[src/rtl/mlp_cmd_loader_if.sv]
`default_nettype none
// ============================================================================
//  Module      : mlp_cmd_loader_if
//  Description : Byte command stream in, MLP control/config bus out.
//                "master" is the loader side, "slave" the host/MLP side.
//  Revision    : 1.0 - initial release
// ============================================================================
interface mlp_cmd_loader_if;
  logic               in_valid;
  logic        [7:0]  in_data;
  logic               in_ready;
  logic        [3:0]  mlp_state;
  logic               wf_push_col0;
  logic               wf_push_col1;
  logic        [7:0]  wf_data_in;
  logic               wf_reset;
  logic               init_act_valid;
  logic        [15:0] init_act_data;
  logic               start_mlp;
  logic               weights_ready;
  logic signed [15:0] norm_gain;
  logic signed [31:0] norm_bias;
  logic        [4:0]  norm_shift;
  logic signed [15:0] q_inv_scale;
  logic signed [7:0]  q_zero_point;
  logic               busy;
  logic               err;
  logic        [2:0]  err_code;

  modport master (
    input  in_valid, in_data, mlp_state,
    output in_ready, wf_push_col0, wf_push_col1, wf_data_in, wf_reset,
           init_act_valid, init_act_data, start_mlp, weights_ready,
           norm_gain, norm_bias, norm_shift, q_inv_scale, q_zero_point,
           busy, err, err_code
  );

  modport slave (
    output in_valid, in_data, mlp_state,
    input  in_ready, wf_push_col0, wf_push_col1, wf_data_in, wf_reset,
           init_act_valid, init_act_data, start_mlp, weights_ready,
           norm_gain, norm_bias, norm_shift, q_inv_scale, q_zero_point,
           busy, err, err_code
  );
endinterface
`default_nettype wire

[src/rtl/mlp_cmd_loader.sv]
`default_nettype none
// ============================================================================
//  Module      : mlp_cmd_loader
//  Description : Parses a byte-wide host command stream into weight FIFO
//                pushes, activation writes, pipeline config and the
//                start / weights-ready handshakes of the MLP datapath.
//  Revision    : 1.0 - initial release
// ============================================================================
module mlp_cmd_loader #(
  parameter int MAX_ACT_WORDS = 16,
  parameter int RDY_TIMEOUT   = 255
) (
  input  logic             clk,
  input  logic             reset,
  mlp_cmd_loader_if.master bus
);

  typedef enum logic [2:0] {
    S_CMD       = 3'd0,
    S_W_BYTES   = 3'd1,
    S_ACT_LEN   = 3'd2,
    S_ACT_BYTES = 3'd3,
    S_CFG_BYTES = 3'd4,
    S_RDY_HOLD  = 3'd5
  } state_t;

  localparam logic [7:0]  c_max_words   = 8'(MAX_ACT_WORDS);
  localparam logic [7:0]  c_rdy_last    = 8'(RDY_TIMEOUT - 1);
  localparam logic [3:0]  c_mlp_idle    = 4'd0;
  localparam logic [3:0]  c_mlp_load_w  = 4'd1;
  localparam logic [3:0]  c_cfg_last    = 4'd9;
  localparam logic [2:0]  c_err_opcode  = 3'd1;
  localparam logic [2:0]  c_err_start   = 3'd2;
  localparam logic [2:0]  c_err_actlen  = 3'd3;
  localparam logic [2:0]  c_err_timeout = 3'd4;

  // Registered state
  state_t             r_state;
  logic        [1:0]  r_wcnt;
  logic        [4:0]  r_word_cnt;
  logic               r_act_hi;
  logic        [7:0]  r_act_lo;
  logic        [3:0]  r_cfg_cnt;
  logic        [79:0] r_shadow;
  logic        [7:0]  r_timer;
  logic               r_push0, r_push1, r_wf_reset, r_act_valid, r_start;
  logic        [7:0]  r_wf_data;
  logic        [15:0] r_act_data;
  logic               r_wready;
  logic               r_err;
  logic        [2:0]  r_err_code;
  logic signed [15:0] r_norm_gain;
  logic signed [31:0] r_norm_bias;
  logic        [4:0]  r_norm_shift;
  logic signed [15:0] r_q_inv_scale;
  logic signed [7:0]  r_q_zero_point;

  // Next-state values
  state_t             w_state;
  logic        [1:0]  w_wcnt;
  logic        [4:0]  w_word_cnt;
  logic               w_act_hi;
  logic        [7:0]  w_act_lo;
  logic        [3:0]  w_cfg_cnt;
  logic        [79:0] w_shadow;
  logic        [7:0]  w_timer;
  logic               w_push0, w_push1, w_wf_reset, w_act_valid, w_start;
  logic        [7:0]  w_wf_data;
  logic        [15:0] w_act_data;
  logic               w_wready;
  logic               w_err;
  logic        [2:0]  w_err_code;
  logic signed [15:0] w_norm_gain;
  logic signed [31:0] w_norm_bias;
  logic        [4:0]  w_norm_shift;
  logic signed [15:0] w_q_inv_scale;
  logic signed [7:0]  w_q_zero_point;

  logic               w_in_ready;
  logic               w_fire;

  // The parser only stalls the byte stream while holding weights_ready
  assign w_in_ready = (r_state != S_RDY_HOLD);
  assign w_fire     = bus.in_valid && w_in_ready;

  // Next-state and next-output decode; all strobes default low
  always_comb begin
    w_state        = r_state;
    w_wcnt         = r_wcnt;
    w_word_cnt     = r_word_cnt;
    w_act_hi       = r_act_hi;
    w_act_lo       = r_act_lo;
    w_cfg_cnt      = r_cfg_cnt;
    w_shadow       = r_shadow;
    w_timer        = r_timer;
    w_push0        = 1'b0;
    w_push1        = 1'b0;
    w_wf_reset     = 1'b0;
    w_act_valid    = 1'b0;
    w_start        = 1'b0;
    w_wf_data      = r_wf_data;
    w_act_data     = r_act_data;
    w_wready       = r_wready;
    w_err          = r_err;
    w_err_code     = r_err_code;
    w_norm_gain    = r_norm_gain;
    w_norm_bias    = r_norm_bias;
    w_norm_shift   = r_norm_shift;
    w_q_inv_scale  = r_q_inv_scale;
    w_q_zero_point = r_q_zero_point;

    case (r_state)
      S_CMD: begin
        if (w_fire) begin
          case (bus.in_data)
            8'h00: ;
            8'h01: begin
              w_state = S_W_BYTES;
              w_wcnt  = 2'd0;
            end
            8'h02: w_state = S_ACT_LEN;
            8'h03: begin
              if (bus.mlp_state == c_mlp_idle) begin
                w_start = 1'b1;
              end else begin
                w_err      = 1'b1;
                w_err_code = c_err_start;
              end
            end
            8'h04: begin
              w_state  = S_RDY_HOLD;
              w_wready = 1'b1;
              w_timer  = 8'd0;
            end
            8'h05: w_wf_reset = 1'b1;
            8'h06: begin
              w_state   = S_CFG_BYTES;
              w_cfg_cnt = 4'd0;
            end
            8'h07: begin
              w_err      = 1'b0;
              w_err_code = 3'd0;
            end
            default: begin
              w_err      = 1'b1;
              w_err_code = c_err_opcode;
            end
          endcase
        end
      end

      S_W_BYTES: begin
        if (w_fire) begin
          w_wf_data = bus.in_data;
          w_push0   = ~r_wcnt[1];
          w_push1   = r_wcnt[1];
          w_wcnt    = r_wcnt + 2'd1;
          if (r_wcnt == 2'd3) begin
            w_state = S_CMD;
          end
        end
      end

      S_ACT_LEN: begin
        if (w_fire) begin
          if ((bus.in_data == 8'd0) || (bus.in_data > c_max_words)) begin
            w_err      = 1'b1;
            w_err_code = c_err_actlen;
            w_state    = S_CMD;
          end else begin
            w_word_cnt = bus.in_data[4:0];
            w_act_hi   = 1'b0;
            w_state    = S_ACT_BYTES;
          end
        end
      end

      S_ACT_BYTES: begin
        if (w_fire) begin
          if (!r_act_hi) begin
            w_act_lo = bus.in_data;
            w_act_hi = 1'b1;
          end else begin
            w_act_valid = 1'b1;
            w_act_data  = {bus.in_data, r_act_lo};
            w_act_hi    = 1'b0;
            w_word_cnt  = r_word_cnt - 5'd1;
            if (r_word_cnt == 5'd1) begin
              w_state = S_CMD;
            end
          end
        end
      end

      S_CFG_BYTES: begin
        if (w_fire) begin
          w_shadow[{r_cfg_cnt, 3'b000} +: 8] = bus.in_data;
          w_cfg_cnt = r_cfg_cnt + 4'd1;
          // Live registers change only once the full record is in
          if (r_cfg_cnt == c_cfg_last) begin
            w_norm_gain    = w_shadow[15:0];
            w_norm_bias    = w_shadow[47:16];
            w_norm_shift   = w_shadow[52:48];
            w_q_inv_scale  = w_shadow[71:56];
            w_q_zero_point = w_shadow[79:72];
            w_state        = S_CMD;
          end
        end
      end

      S_RDY_HOLD: begin
        if (bus.mlp_state == c_mlp_load_w) begin
          w_wready = 1'b0;
          w_state  = S_CMD;
        end else if (r_timer >= c_rdy_last) begin
          w_wready   = 1'b0;
          w_err      = 1'b1;
          w_err_code = c_err_timeout;
          w_state    = S_CMD;
        end else begin
          w_timer = r_timer + 8'd1;
        end
      end

      default: w_state = S_CMD;
    endcase
  end

  // State and output registers; reset discards any partial command
  always_ff @(posedge clk or posedge reset) begin
    if (reset) begin
      r_state        <= S_CMD;
      r_wcnt         <= 2'd0;
      r_word_cnt     <= 5'd0;
      r_act_hi       <= 1'b0;
      r_act_lo       <= 8'd0;
      r_cfg_cnt      <= 4'd0;
      r_shadow       <= 80'd0;
      r_timer        <= 8'd0;
      r_push0        <= 1'b0;
      r_push1        <= 1'b0;
      r_wf_reset     <= 1'b0;
      r_act_valid    <= 1'b0;
      r_start        <= 1'b0;
      r_wf_data      <= 8'd0;
      r_act_data     <= 16'd0;
      r_wready       <= 1'b0;
      r_err          <= 1'b0;
      r_err_code     <= 3'd0;
      r_norm_gain    <= 16'sh0100;
      r_norm_bias    <= 32'sd0;
      r_norm_shift   <= 5'd8;
      r_q_inv_scale  <= 16'sh0100;
      r_q_zero_point <= 8'sd0;
    end else begin
      r_state        <= w_state;
      r_wcnt         <= w_wcnt;
      r_word_cnt     <= w_word_cnt;
      r_act_hi       <= w_act_hi;
      r_act_lo       <= w_act_lo;
      r_cfg_cnt      <= w_cfg_cnt;
      r_shadow       <= w_shadow;
      r_timer        <= w_timer;
      r_push0        <= w_push0;
      r_push1        <= w_push1;
      r_wf_reset     <= w_wf_reset;
      r_act_valid    <= w_act_valid;
      r_start        <= w_start;
      r_wf_data      <= w_wf_data;
      r_act_data     <= w_act_data;
      r_wready       <= w_wready;
      r_err          <= w_err;
      r_err_code     <= w_err_code;
      r_norm_gain    <= w_norm_gain;
      r_norm_bias    <= w_norm_bias;
      r_norm_shift   <= w_norm_shift;
      r_q_inv_scale  <= w_q_inv_scale;
      r_q_zero_point <= w_q_zero_point;
    end
  end

  assign bus.in_ready       = w_in_ready;
  assign bus.wf_push_col0   = r_push0;
  assign bus.wf_push_col1   = r_push1;
  assign bus.wf_data_in     = r_wf_data;
  assign bus.wf_reset       = r_wf_reset;
  assign bus.init_act_valid = r_act_valid;
  assign bus.init_act_data  = r_act_data;
  assign bus.start_mlp      = r_start;
  assign bus.weights_ready  = r_wready;
  assign bus.norm_gain      = r_norm_gain;
  assign bus.norm_bias      = r_norm_bias;
  assign bus.norm_shift     = r_norm_shift;
  assign bus.q_inv_scale    = r_q_inv_scale;
  assign bus.q_zero_point   = r_q_zero_point;
  assign bus.busy           = (r_state != S_CMD);
  assign bus.err            = r_err;
  assign bus.err_code       = r_err_code;

endmodule
`default_nettype wire

[src/flat_wrapper.sv]
// flat-port wrapper written by rule: the top's interface ports become plain ports
module mlp_cmd_loader_flat 
#(
  parameter int MAX_ACT_WORDS = 16,
  parameter int RDY_TIMEOUT   = 255
)
  (clk, reset, bus_in_valid, bus_in_data, bus_mlp_state, bus_in_ready, bus_wf_push_col0, bus_wf_push_col1, bus_wf_data_in, bus_wf_reset, bus_init_act_valid, bus_init_act_data, bus_start_mlp, bus_weights_ready, bus_norm_gain, bus_norm_bias, bus_norm_shift, bus_q_inv_scale, bus_q_zero_point, bus_busy, bus_err, bus_err_code);
  mlp_cmd_loader_if bus_i ();
  input  logic clk;
  input  logic reset;
  input wire logic [$bits(bus_i.in_valid)-1:0] bus_in_valid;
  input wire logic [$bits(bus_i.in_data)-1:0] bus_in_data;
  input wire logic [$bits(bus_i.mlp_state)-1:0] bus_mlp_state;
  output wire logic [$bits(bus_i.in_ready)-1:0] bus_in_ready;
  output wire logic [$bits(bus_i.wf_push_col0)-1:0] bus_wf_push_col0;
  output wire logic [$bits(bus_i.wf_push_col1)-1:0] bus_wf_push_col1;
  output wire logic [$bits(bus_i.wf_data_in)-1:0] bus_wf_data_in;
  output wire logic [$bits(bus_i.wf_reset)-1:0] bus_wf_reset;
  output wire logic [$bits(bus_i.init_act_valid)-1:0] bus_init_act_valid;
  output wire logic [$bits(bus_i.init_act_data)-1:0] bus_init_act_data;
  output wire logic [$bits(bus_i.start_mlp)-1:0] bus_start_mlp;
  output wire logic [$bits(bus_i.weights_ready)-1:0] bus_weights_ready;
  output wire logic [$bits(bus_i.norm_gain)-1:0] bus_norm_gain;
  output wire logic [$bits(bus_i.norm_bias)-1:0] bus_norm_bias;
  output wire logic [$bits(bus_i.norm_shift)-1:0] bus_norm_shift;
  output wire logic [$bits(bus_i.q_inv_scale)-1:0] bus_q_inv_scale;
  output wire logic [$bits(bus_i.q_zero_point)-1:0] bus_q_zero_point;
  output wire logic [$bits(bus_i.busy)-1:0] bus_busy;
  output wire logic [$bits(bus_i.err)-1:0] bus_err;
  output wire logic [$bits(bus_i.err_code)-1:0] bus_err_code;
  assign bus_i.in_valid = bus_in_valid;
  assign bus_i.in_data = bus_in_data;
  assign bus_i.mlp_state = bus_mlp_state;
  assign bus_in_ready = bus_i.in_ready;
  assign bus_wf_push_col0 = bus_i.wf_push_col0;
  assign bus_wf_push_col1 = bus_i.wf_push_col1;
  assign bus_wf_data_in = bus_i.wf_data_in;
  assign bus_wf_reset = bus_i.wf_reset;
  assign bus_init_act_valid = bus_i.init_act_valid;
  assign bus_init_act_data = bus_i.init_act_data;
  assign bus_start_mlp = bus_i.start_mlp;
  assign bus_weights_ready = bus_i.weights_ready;
  assign bus_norm_gain = bus_i.norm_gain;
  assign bus_norm_bias = bus_i.norm_bias;
  assign bus_norm_shift = bus_i.norm_shift;
  assign bus_q_inv_scale = bus_i.q_inv_scale;
  assign bus_q_zero_point = bus_i.q_zero_point;
  assign bus_busy = bus_i.busy;
  assign bus_err = bus_i.err;
  assign bus_err_code = bus_i.err_code;
  mlp_cmd_loader #(.MAX_ACT_WORDS(MAX_ACT_WORDS), .RDY_TIMEOUT(RDY_TIMEOUT)) u_core (.clk(clk), .reset(reset), .bus(bus_i));
endmodule
[config.mk]
export PLATFORM = sky130hd
export DESIGN_NAME = mlp_cmd_loader_flat
export DESIGN_NICKNAME = d
export VERILOG_FILES = /design/src/rtl/mlp_cmd_loader_if.sv /design/src/rtl/mlp_cmd_loader.sv /design/src/flat_wrapper.sv
export SDC_FILE = /design/constraint.sdc
export NUM_CORES = 1
export LEC_CHECK = 0
export CAP_MARGIN = 30
export CORE_ASPECT_RATIO = 0.5
export CORE_MARGIN = 2
export CORE_UTILIZATION = 40
export CTS_CLUSTER_DIAMETER = 120
export DETAILED_ROUTE_END_ITERATION = 12
export GPL_ROUTABILITY_DRIVEN = 1
export PLACE_DENSITY = 0.73
export SETUP_SLACK_MARGIN = 0.5
export SLEW_MARGIN = 20
export SYNTH_ARGS = -nofsm -noshare
export SYNTH_HDL_FRONTEND = slang
export SYNTH_SLANG_ARGS = --single-unit
[constraint.sdc]
create_clock -name clk -period 23.3 [get_ports clk]
set_clock_uncertainty 0.15 [all_clocks]
set_input_delay 6.99 -clock clk [delete_from_list [all_inputs] [get_ports clk]]
set_output_delay 6.99 -clock clk [all_outputs]
set_load 0.03 [all_outputs]
Word-level counts from Yosys, hierarchy flattened
Index checks and enable logic that the tools add are counted.

storage, ports and cells
  register bits = 222
  bits of input ports = 15
  memories = 0
  latch bits = 0
  word-level logic and storage cells = 170
  memory bits (writable) = 0
  ROM bits = 0
  output and inout port bits = 113

cells by class
  shift-type cells = 2
  equal/unequal tests = 38
  $add $sub $neg = 5
  muxes and demuxes = 73
  magnitude comparators = 2
  reduce and logical (&&, ||, !) cells = 25
  bitwise gates (word level) = 2
  divide/modulo/power cells = 0
  $mul = 0

operators with widths
  operator                  count
  $bwmux W80                1
  $shift A8 B9 Y80 const A  1
  $shiftx A8 B9 Y80         1
  $mux W3                   17
  $eq A8 B3 Y1 const B      4
  $mux W8                   4
  $mux W1                   28
  $ne A2 B1 Y1 const B      11
  $mux W5                   4
  $pmux W3 S3               2
  $pmux W3 S6               1
  $eq A8 B2 Y1 const B      2
  $pmux W8 S2               1
  $reduce_and A4 Y1         4
  $ne A2 B2 Y1 const B      7
  $mux W4                   3
  $pmux W3 S4               1
  $reduce_and A11 Y1        1
  $pmux W5 S2               1
  $reduce_and A5 Y1         2
  $neg A7 Y9                1
  $reduce_and A3 Y1         3
  $add A8 B1 Y8 const B     1
  $eq A8 B1 Y1 const B      1
  other kinds (31)          45

Depth between registers and ports, before layout
  depth in word-level cells = 5
  depth in mapped cells = 9

Least setup slack after synthesis
Ideal clock, no wire load.

  path type = input -> register
  start point = input port bus_in_data[4]
  end point = register u_core.r_timer[3]
  setup slack = 14280 ps
  stages on the path = 7
  required time = 23073 ps
  arrival = 8792 ps
  cells stage by stage = buf_6 -> or4_4 -> buf_6 -> o31a_1 -> buf_6 -> or4_1 -> a21oi_1

between the ends
  word-level cells in the longest chain between the ends = 3

RTL lines
  item                                line                   RTL
  start: declaration                  flat_wrapper.sv:12     input wire logic [$bits(bus_i.in_data)-1:0] bus_in_data;
  $eq A8 B3 Y1                        mlp_cmd_loader.sv:115  case (bus.in_data)
  $ne A2 B2 Y1 (no source line)       n/a
  $reduce_and A5 Y1 (no source line)  n/a
  end signal: assignment              mlp_cmd_loader.sv:263  r_timer <= w_timer;
  end: declaration                    mlp_cmd_loader.sv:45   logic [7:0] r_timer;

No other way between the ends.
A chain may end at the register's enable or synchronous reset.

Worst setup path in the final report
  start point = input port bus_in_valid
  end point = register u_core.r_norm_bias[29], in the netlist u_core.bus.norm_bias[29]

between the ends
  word-level cells in the longest chain between the ends = 2

RTL lines
  item                                line                   RTL
  start: declaration                  flat_wrapper.sv:11     input wire logic [$bits(bus_i.in_valid)-1:0] bus_in_valid;
  $logic_and A1 B1 Y1                 mlp_cmd_loader.sv:84   assign w_fire = bus.in_valid && w_in_ready;
  $reduce_and A3 Y1 (no source line)  n/a
  end signal: assignment              mlp_cmd_loader.sv:275  r_norm_bias <= w_norm_bias;
  end: declaration                    mlp_cmd_loader.sv:53   logic signed [31:0] r_norm_bias;

No other way between the ends.

==> results.md <==
Status:
- The run finished with clean final reports.

Clocking:
- The cell chosen for the clock root is sky130_fd_sc_hd__clkbuf_16.
- TritonCTS built the clock tree.
- The clock sink count is 219.
- The count of hold-fix buffers inserted at cts is 0.
- The number of buffers inserted during clock tree synthesis is 21.
- CTS built an H-tree with a depth of 1.
- The deepest clock path buffer count is 3.
- The worst-skew pair later-pin latency is 0.50 ns.
- The post-CTS resize count is 0.
- The total setup buffers inserted after CTS is 0.
- The clock-pin slew on the worst setup and hold paths is 0.07 ns.

Worst setup path:
- The count of buffer and inverter cells on the critical path is 1.
- The maximum fanout along the worst path is 16.
- The cell family contributing the most delay on the critical path is simple AND/OR/NAND/NOR gates.
- The worst setup path is launched from an input pin.
- The library cell contributing the largest single delay on the critical path is sky130_fd_sc_hd__clkdlybuf4s50_1.
- The kind of critical path is in2reg.
- For the worst setup path, the data required time is 23.58 ns.
- Walking the worst path, the cells encountered are clkdlybuf4s50_1 > nor2b_1 > and3b_1 > nand3_4 > a21oi_1 > a22o_1.
- At the worst endpoint, the arrival time is 9.84 ns.
- On the worst path, the slowest cell contributes a delay of 0.82 ns.
- The kind of end point of the critical path is a register.

Floorplan:
- The initial utilization of the core area, before any placement, comes to 40.6%.
- The number of I/O pins is 128.
- The number of placement rows is 40.
- The floorplan die width is 224 µm.
- The core region is 0.0239 mm².
- The die span in y is 114 µm.
- The floorplan step defined a die boundary enclosing 0.0255 mm².

Routing:
- The first-iteration detailed-routing DRC count is 528.
- The detailed-router iteration count before antenna repair is 7.
- The routed layout has 7026 vias.
- The DRC violation count after routing is 0.
- Once detail routing completed, the nets flagged for antenna violations numbered 0.
- The routed design has 23.3 mm of wire.
- The vias per cell is 5.32.
- The average wire per cell in the routed design is 17.7 µm.

Timing:
- For the pin with the worst max-slew slack, the measured transition is 0.896 ns.
- The final count of hold timing violations is 0.
- The worst path needs 9.56 ns of the cycle, external delays included.
- The final-layout worst hold slack is 0.316 ns.
- The count of final max-slew check failures is 0.
- Setup repair after global routing left no endpoint under its margin.
- The maximum frequency from static timing analysis is 0.105 GHz.
- After routing, the total negative slack on setup checks comes to 0 ns.
- Setup violations remaining at the end of the flow were counted as 0.
- The share of the clock period used by the worst path is 41.0%.
- The worst slew margin relative to its limit is 40.1%.

Power:
- For this design the static power due to leakage is 0.00571 µW.
- The maximum resistive drop on vdd is 0.0532 mV.
- The power per cell area is 87.5 mW/mm².

Yosys:
- The synthesis warning total is 0.
- The number of different library cells used by synthesis comes to 52.
- The most instantiated flip-flop cell in the synthesis netlist is sky130_fd_sc_hd__dfrtp_1.
- Summing the sequential cell areas from Yosys gives 56.6% of the chip area.
- Counting flops with a built-in enable in the synthesized netlist gives 0.
- The total of flip-flops plus latches after synthesis is 219.
- The post-synthesis cell count is 887.
- Synthesis produced a netlist with a net count of 912.
- Counting flops with an async set or reset pin after synthesis yields a share of 100%.
- The average size of a mapped cell is 10.9 µm².
- The post-synth design cell area is 0.00968 mm².

Cells and area:
- The most frequent standard cell in the layout excluding fill and tap cells is sky130_fd_sc_hd__dfrtp_1.
- The diode insertion count for antenna repair is 0.
- Leaving out fill and tap cells, the most frequent cells in the layout are 216 x sky130_fd_sc_hd__dfrtp_1, 165 x sky130_fd_sc_hd__nand2_1, 127 x sky130_fd_sc_hd__clkdlybuf4s50_1.
- The filler cells instantiated in the layout total 2078.
- The growth of design area from synthesis to finish is 24.3%.
- The post-route cell area is 0.0120 mm².
- The share of post-route cells with drive strength above 1 is 14.7%.
- The net count of the finished layout is 1017.

Place:
- The placed instances occupy a cell area of 0.0112 mm².
- Once detailed placement completed, the half-perimeter wirelength came to 15.5 mm.
- The routability congestion estimate from global placement is 0.821.
- The count of port buffers added during placement is 127.

Hold path:
- The min-delay analysis places its worst path in the category reg2reg.

Global routing:
- The global-route usage over all layers is 18.3%.
- The first-pass GRT wire length is 37.6 mm.
- The via count of the first global-routing pass is 7035.
- The initial antenna violation count is 0.
- The overflow left after global routing is 0.
- The pin count of the biggest net entering global routing is 136.

Job:
- Max-cap violations in this run came to 0.
[cells by family after synthesis]
family                   count (synthesis)  synth area share, %
buffers and inverters                   74                 3.19
multiplexers                           133                 14.8
XOR/XNOR                                 5                0.452
flip-flops                             219                 56.6
adder cells (fa/ha/maj)                 10                 1.29
AO/OA/AOI/OAI                          147                 9.27
AND/OR/NAND/NOR                        299                 14.3
[worst reg2reg max path, cell delays in order (launching register included)]
cell and delay [ns]:
sky130_fd_sc_hd__dfrtp_1 0.70, sky130_fd_sc_hd__clkinv_1 0.36, sky130_fd_sc_hd__ha_1 0.38, sky130_fd_sc_hd__nor3b_1 0.28, sky130_fd_sc_hd__a21oi_1 0.09, sky130_fd_sc_hd__or3_1 0.55
sky130_fd_sc_hd__or2_2 0.47, sky130_fd_sc_hd__mux2_2 0.30
[report_power, final]
part	total [µW]	switching (µW)	leakage, µW	internal (µW)
combinational	234	145	0.00235	88.9
clock	377	147	0.000372	230
sequential	442	32.8	0.00299	409
total	1050	325	0.00571	729
[cell usage after synthesis, drive strengths merged (2+ instances only)]
| cell type | count | share of area [%] |
|---|---|---|
| nand3 | 26 | 1.3 |
| o21ai | 81 | 4.2 |
| a31o | 2 | 0.18 |
| o41ai | 5 | 0.45 |
| xnor2 | 3 | 0.27 |
| and3b | 3 | 0.27 |
| nor4 | 8 | 0.52 |
| nand2 | 165 | 6.4 |
| and3 | 11 | 0.71 |
| nor3 | 8 | 0.41 |
| o31ai | 6 | 0.47 |
| o2111ai | 2 | 0.18 |
| a21oi | 19 | 0.98 |
| dfstp | 3 | 0.81 |
| or3 | 3 | 0.19 |
| ha | 10 | 1.3 |
| nand4 | 2 | 0.13 |
| nor3b | 4 | 0.31 |
| inv | 13 | 0.50 |
| clkinv | 3 | 0.12 |
| nand3b | 6 | 0.47 |
| mux2i | 50 | 5.2 |
| buf | 10 | 0.71 |
| or2 | 7 | 0.45 |
| nor2b | 4 | 0.26 |
| a21boi | 3 | 0.23 |
| xor2 | 2 | 0.18 |
| mux2 | 83 | 9.7 |
| nand2b | 6 | 0.39 |
| dfrtp | 216 | 56 |
| clkbuf | 48 | 1.9 |
| or4 | 8 | 0.66 |
| and2 | 7 | 0.45 |
| a22o | 17 | 1.5 |
| nor2 | 28 | 1.1 |
[worst paths after layout]
kind | start | end | slack (ns) | cells after the start
setup / recovery | bus_in_valid | u_core.bus.norm_bias[29] | 13.74 | 6
hold / removal | u_core.r_act_lo[6] | u_core.bus.init_act_data[6] | 0.32 | 2
setup reg to reg | u_core.r_cfg_cnt[0] | u_core.r_shadow[67] | 19.91 | 7
hold reg to reg | u_core.r_act_lo[6] | u_core.bus.init_act_data[6] | 0.32 | 2
max in group asynchronous | reset | u_core.bus.q_inv_scale[8] | 15.30 | 4
min in group asynchronous | reset | u_core.bus.norm_gain[15] | 6.69 | 2
[registers in the layout, summed over array words and instances, names as in the netlist, 5 cells and up]
register and flops:
u_core.r_word_cnt 5, u_core.bus.norm_gain 16, u_core.r_timer 8, u_core.r_shadow 77, u_core.bus.q_inv_scale 16, u_core.bus.norm_shift 5
u_core.bus.init_act_data 16, u_core.r_act_lo 8, u_core.bus.norm_bias 32, u_core.bus.wf_data_in 8, u_core.bus.q_zero_point 8
[routing by layer]
layer  global-route usage (%)  vias to the layer above  wire length, µm
met5                        0                        -                0
met4                     4.36                        0              401
met3                     2.34                       32              953
met2                     30.6                      191            11300
met1                     25.6                     3497            10700
li1                         -                     3306                -
[final cells by class]
class	count	area (µm²)	share of cell area [%]
timing repair buffer	140	1430	11.8
multi-input combinational	594	3900	32.4
inverter	16	67.6	0.561
tap	315	394	3.27
clock buffer	24	567	4.71
sequential	219	5480	45.6
clock inverter	12	198	1.64
[stage by stage]
| step | setup slack [ns] | cells | util [%] | power, µW |
|---|---|---|---|---|
| 4_1_cts | 13.77 | 1318 | 50.2 | 1060 |
| 2_1_floorplan | 10.17 | 887 | - | 609 |
| 3_3_place_gp | 13.33 | 1280 | 46.9 | 671 |
| 3_5_place_dp | 13.26 | 1282 | 47.0 | 679 |
| 6_report | 13.74 | 1320 | 50.4 | 1050 |
| 5_1_grt | 13.53 | 1320 | 50.4 | 1100 |
No activity file was read; power rests on OpenSTA's default activity.
